[src/rtl/min_distance_tracker.sv]
// rtl/min_distance_tracker.sv - per-frame minimum distance, argmin index and near count over a distance stream
module min_distance_tracker #(
    parameter int DW     = 32,
    parameter int IDXW   = 8,
    parameter int RADIUS = 100
) (
    input  logic            clk,
    input  logic            rst,
    input  logic            in_valid,
    output logic            in_ready,
    input  logic [DW-1:0]   in_dist,
    input  logic            in_last,
    output logic            out_valid,
    input  logic            out_ready,
    output logic [DW-1:0]   out_min,
    output logic [IDXW-1:0] out_idx,
    output logic [IDXW-1:0] out_near,
    output logic            out_ovf
);

    localparam logic [0:0]      ACCUM = 1'b0;
    localparam logic [0:0]      HOLD  = 1'b1;
    localparam logic [DW-1:0]   RAD   = DW'(RADIUS);
    localparam logic [IDXW-1:0] IMAX  = '1;

    logic [0:0]      state;
    logic            active;
    logic [DW-1:0]   min_r;
    logic [IDXW-1:0] idx_r;
    logic [IDXW-1:0] near_r;
    logic [IDXW-1:0] cnt_r;
    logic            ovf_r;

    logic            is_near;
    logic [DW-1:0]   nmin;
    logic [IDXW-1:0] nidx;
    logic [IDXW-1:0] nnear;
    logic [IDXW-1:0] ncnt;
    logic            novf;
    logic            accept;

    assign in_ready  = (state == ACCUM);
    assign out_valid = (state == HOLD);
    assign accept    = in_valid && in_ready;
    assign is_near   = (in_dist <= RAD);

    // Running values including the beat currently presented
    always_comb begin
        nmin  = in_dist;
        nidx  = '0;
        nnear = IDXW'(is_near);
        novf  = 1'b0;
        ncnt  = cnt_r + 1'b1;
        if (active) begin
            nmin = min_r;
            nidx = idx_r;
            if (in_dist < min_r) begin
                nmin = in_dist;
                nidx = cnt_r;
            end
            nnear = (is_near && (near_r != IMAX)) ? near_r + 1'b1 : near_r;
            // cnt has wrapped to zero mid-frame: this beat is past 2**IDXW candidates
            novf  = ovf_r || (cnt_r == '0);
        end
    end

    always_ff @(posedge clk) begin
        if (rst) begin
            state    <= ACCUM;
            active   <= 1'b0;
            min_r    <= '0;
            idx_r    <= '0;
            near_r   <= '0;
            cnt_r    <= '0;
            ovf_r    <= 1'b0;
            out_min  <= '0;
            out_idx  <= '0;
            out_near <= '0;
            out_ovf  <= 1'b0;
        end else begin
            case (state)
                ACCUM: begin
                    if (accept) begin
                        if (in_last) begin
                            out_min  <= nmin;
                            out_idx  <= nidx;
                            out_near <= nnear;
                            out_ovf  <= novf;
                            active   <= 1'b0;
                            cnt_r    <= '0;
                            state    <= HOLD;
                        end else begin
                            min_r  <= nmin;
                            idx_r  <= nidx;
                            near_r <= nnear;
                            ovf_r  <= novf;
                            cnt_r  <= ncnt;
                            active <= 1'b1;
                        end
                    end
                end
                default: begin
                    if (out_ready) begin
                        state <= ACCUM;
                    end
                end
            endcase
        end
    end

endmodule

[config.mk]
export PLATFORM = sky130hd
export DESIGN_NAME = min_distance_tracker
export DESIGN_NICKNAME = d
export VERILOG_FILES = /design/src/rtl/min_distance_tracker.sv
export SDC_FILE = /design/constraint.sdc
export NUM_CORES = 1
export LEC_CHECK = 0
export CORE_ASPECT_RATIO = 1.25
export CORE_MARGIN = 2
export CORE_UTILIZATION = 59
export DETAILED_ROUTE_END_ITERATION = 10
export GPL_TIMING_DRIVEN = 0
export PLACE_DENSITY = 0.86
export SLEW_MARGIN = 20
export SYNTH_ARGS = -nofsm -noshare
export SYNTH_HDL_FRONTEND = slang
export SYNTH_SLANG_ARGS = --single-unit
[constraint.sdc]
create_clock -name clk -period 3.66 [get_ports clk]
set_input_delay 0.732 -clock clk [delete_from_list [all_inputs] [get_ports clk]]
set_output_delay 0.732 -clock clk [all_outputs]
set_load 0.01 [all_outputs]
==> key figures <==
STA
  • Crit share post-route: between 80% and 90%
  • Peak Freq: 0.3186 GHz
  • Layout Skew: 6.038 ps
  • Final setup viols: 0
  • Final Max Slew Viols: 0
  • RSZ-0062 raised after global routing: false
  • TNS Setup: 0 ps
  • Final WS setup: 521.7 ps
  • Fin. Hold Viols: 0
  • Worst slew margin: a little under half
  • Slew @ Worst Pin: about 800 ps
  • Final min period: 3138 ps

Critical path
  • Slowest-stage cell, CP: clkdlybuf4s50_1
  • Critical Path RT: 3920 ps
  • Setup slack, reg-to-reg: 1040 ps
  • CP max FO: 10
  • R2R Path Start: min_r[17]
  • CP max stage delay: 480 ps
  • Worst EP arrival: 3400 ps
  • CP Cell Sequence: clkdlybuf4s50_1 > ha_1 > a21oi_1 > o21ai_0 > a221o_1 > a22oi_2 > clkbuf_1 > o2111ai_1 > o211ai_1
  • CP delay by family, top: compound AO/OA/AOI/OAI gates
  • Crit path launch type: input pin
  • Critical path class: in2reg
  • CP Capture Type: flop
  • Worst path bufs/invs: 2
  • Worst Setup SP: in_dist[17]

Synthesis
  • Yosys top cell area share: 36.71%
  • Number of synthesized flops with an enable pin: 0
  • Cell taking the most area after synthesis: dfxtp_1
  • Post-Syn Instances: 686
  • Synth Flop Type: dfxtp_1
  • Sequential share of the synthesized area: a little under two fifths
  • Yosys warning count: 0
  • Number of distinct library cells after synthesis: between 50 and 60
  • Ys async rst share: 0%
  • Mapped cell area: a little under 6000 um^2
  • Register bit total from synthesis: roughly 110
  • Mean Syn Cell Area: 8.585 um^2
  • Synth top area cells: dfxtp_1 (37%), nand2b_1 (7.3%), ha_1 (7.2%)
  • Synthesized Nets: 757

Clocking
  • CTS clock-pin slew for the worst setup and hold paths: about 70 ps
  • TritonCTS clock tree: built
  • PostCTS Resize Cnt: 0
  • CTS max path bufs: 2
  • Total CTS buffers: 9
  • Hold Buf Count CTS: 0
  • CTS Sinks: 108
  • H-tree level count: 3
  • Clock Latency Late Sink: 340 ps
  • Setup bufs post-CTS: 0
  • Root Buffer Master: clkbuf_16

Placement
  • RePlAce Congestion: between 0.9 and 1
  • DPL Wire Length: 11,880 um
  • Post-Place Setup Slack: 236.7 ps
  • I/O Buffers: 87

Cells and area
  • Multi-input logic area: 3316 um^2
  • Sequential cell area: 2162 um^2
  • Share of cells above drive strength 1: under 10%
  • Nets: about 860
  • Commonest non-fill, non-tap cell in the layout: dfxtp_1
  • Most frequent cells in the layout: dfxtp_1 (108), nand2_1 (102), clkdlybuf4s50_1 (87)
  • Ant. Diodes: 0
  • FILL cells: 690
  • Syn-to-layout area delta: 22.80%

Global routing
  • Antenna violations before repair: 0
  • Overall Global Routing Usage: 30.31%
  • Largest net degree at the start of global routing: 17
  • Congestion Overflow GR: 0
  • Global-route wire length before repair: 26,180 um
  • Vias in the first global route: 5,616

Detailed routing
  • Drt wl/cell: 17.64 um
  • Vias/cell: 6.087
  • Total number of vias: between 5,000 and 6,000
  • Routed Antenna Nets: 0
  • Initial DRT Pass Iterations: 6
  • DR DRC count: 0
  • DR iter-0 viols: 308
  • Total wire length: 16,140 um

Floorplanning
  • # IOs: just under 90
  • Die area: 10,800 um^2
  • Site Rows: 40
  • Initial Util: 60.97%
  • Core area: approximately 9700 um^2
  • Die Width: 93.36 um
  • Die Ht: between 100 and 150 um

Hold path
  • Start point of the worst hold path: out_near[7]
  • Worst Hold Class: reg2reg

Power and ir drop
  • Peak VDD IR: 0.2557 mV
  • Leak: 2.400 nW
  • Power per Cell Area: 373.7 nW/um^2

Run
  • Max-cap viol count: 0

Run status
  • Status: completed
cell usage after synthesis, types with 7 or more instances:
cell type / instances
a21oi_1: 25
clkbuf_1: 37
dfxtp_1: 108
ha_1: 34
inv_1: 51
mux2i_1: 33
nand2_1: 102
nand2b_1: 69
nand3_1: 7
nand4_1: 10
nor2_1: 20
nor3_1: 7
o2111ai_1: 40
o211ai_1: 34
o21ai_0: 14
o311ai_1: 8
o32ai_2: 8
report_power, final:
group          switching (mW)  internal, mW  leakage [nW]  total [mW]
registers              0.0292          1.22         0.877        1.24
clock network           0.437         0.588         0.156        1.02
logic                   0.251         0.182          1.37       0.433
total                   0.717          1.99          2.40        2.70
routing by layer:
| metal | vias up | part of all wire [%] | wire (um) | GRT usage (%) |
|---|---|---|---|---|
| met2 | 242 | 52 | 8321 | 55.59 |
| met4 | 0 | 4.0 | 640 | 16.67 |
| met3 | 50 | 6.1 | 988 | 3.901 |
| li1 | 2661 | - | - | - |
| met1 | 2617 | 38 | 6191 | 33.59 |
| met5 | - | 0 | 0 | 1.852 |
state kept, by name, indices dropped and copies added (netlist names):
signal	count
cnt_r	8
out_ovf	1
idx_r	8
min_r	32
ovf_r	1
near_r	8
active	1
out_min	32
out_idx	8
out_near	8
out_valid	1
kinds of logic (layout without fill, tap and decap cells):
kind of cell | Yosys count | after routing | share of synthesized area [%]
AOI/OAI and AO/OA | 160 | 160 | 21.18
xor gates and xnor gates | 9 | 9 | 1.339
adders and majority gates | 34 | 34 | 7.223
buffers and inverters | 98 | 201 | 6.989
DFF | 108 | 108 | 36.71
muxes | 33 | 33 | 5.609
and+or+nand+nor | 244 | 244 | 20.95
through the flow:
step                instances  util (%)  instance area [um^2]  hold slack (ps)  power [mW]
global route              915     74.87                  7232            497.2       2.789
CTS                       915     74.87                  7232            463.1       2.700
detailed placement        899     71.62                  6918            446.6       1.696
floorplan                 686         -                  5889            436.1       1.512
global placement          899     71.62                  6918            436.6       1.676
finish                    915     74.87                  7232            465.1       2.703
worst paths after layout:
path | end | cells after the start
max reg2reg | out_min[5] | 9
min | out_near[7] | 2
max | out_min[5] | 9
min reg2reg | out_near[7] | 2
cell type report:
cell class	count	share of cell area, %
Timing Repair Buffer	87	12.04
Multi-Input combinational cell	480	45.85
Inverter	51	2.647
Buffer	47	3.045
Clock buffer	13	3.737
Sequential cell	108	29.90
Clock inverter	3	0.6055
Tap cell	126	2.180
worst reg2reg max path, stage by stage, from the launching register on:
cell	delay [ps]
dfxtp_1	360
inv_1	50
ha_1	280
a21oi_1	140
o21ai_0	140
a221o_1	410
a22oi_2	340
clkbuf_1	470
o2111ai_1	200
o211ai_1	150
No activity file was read; power rests on OpenSTA's default activity.
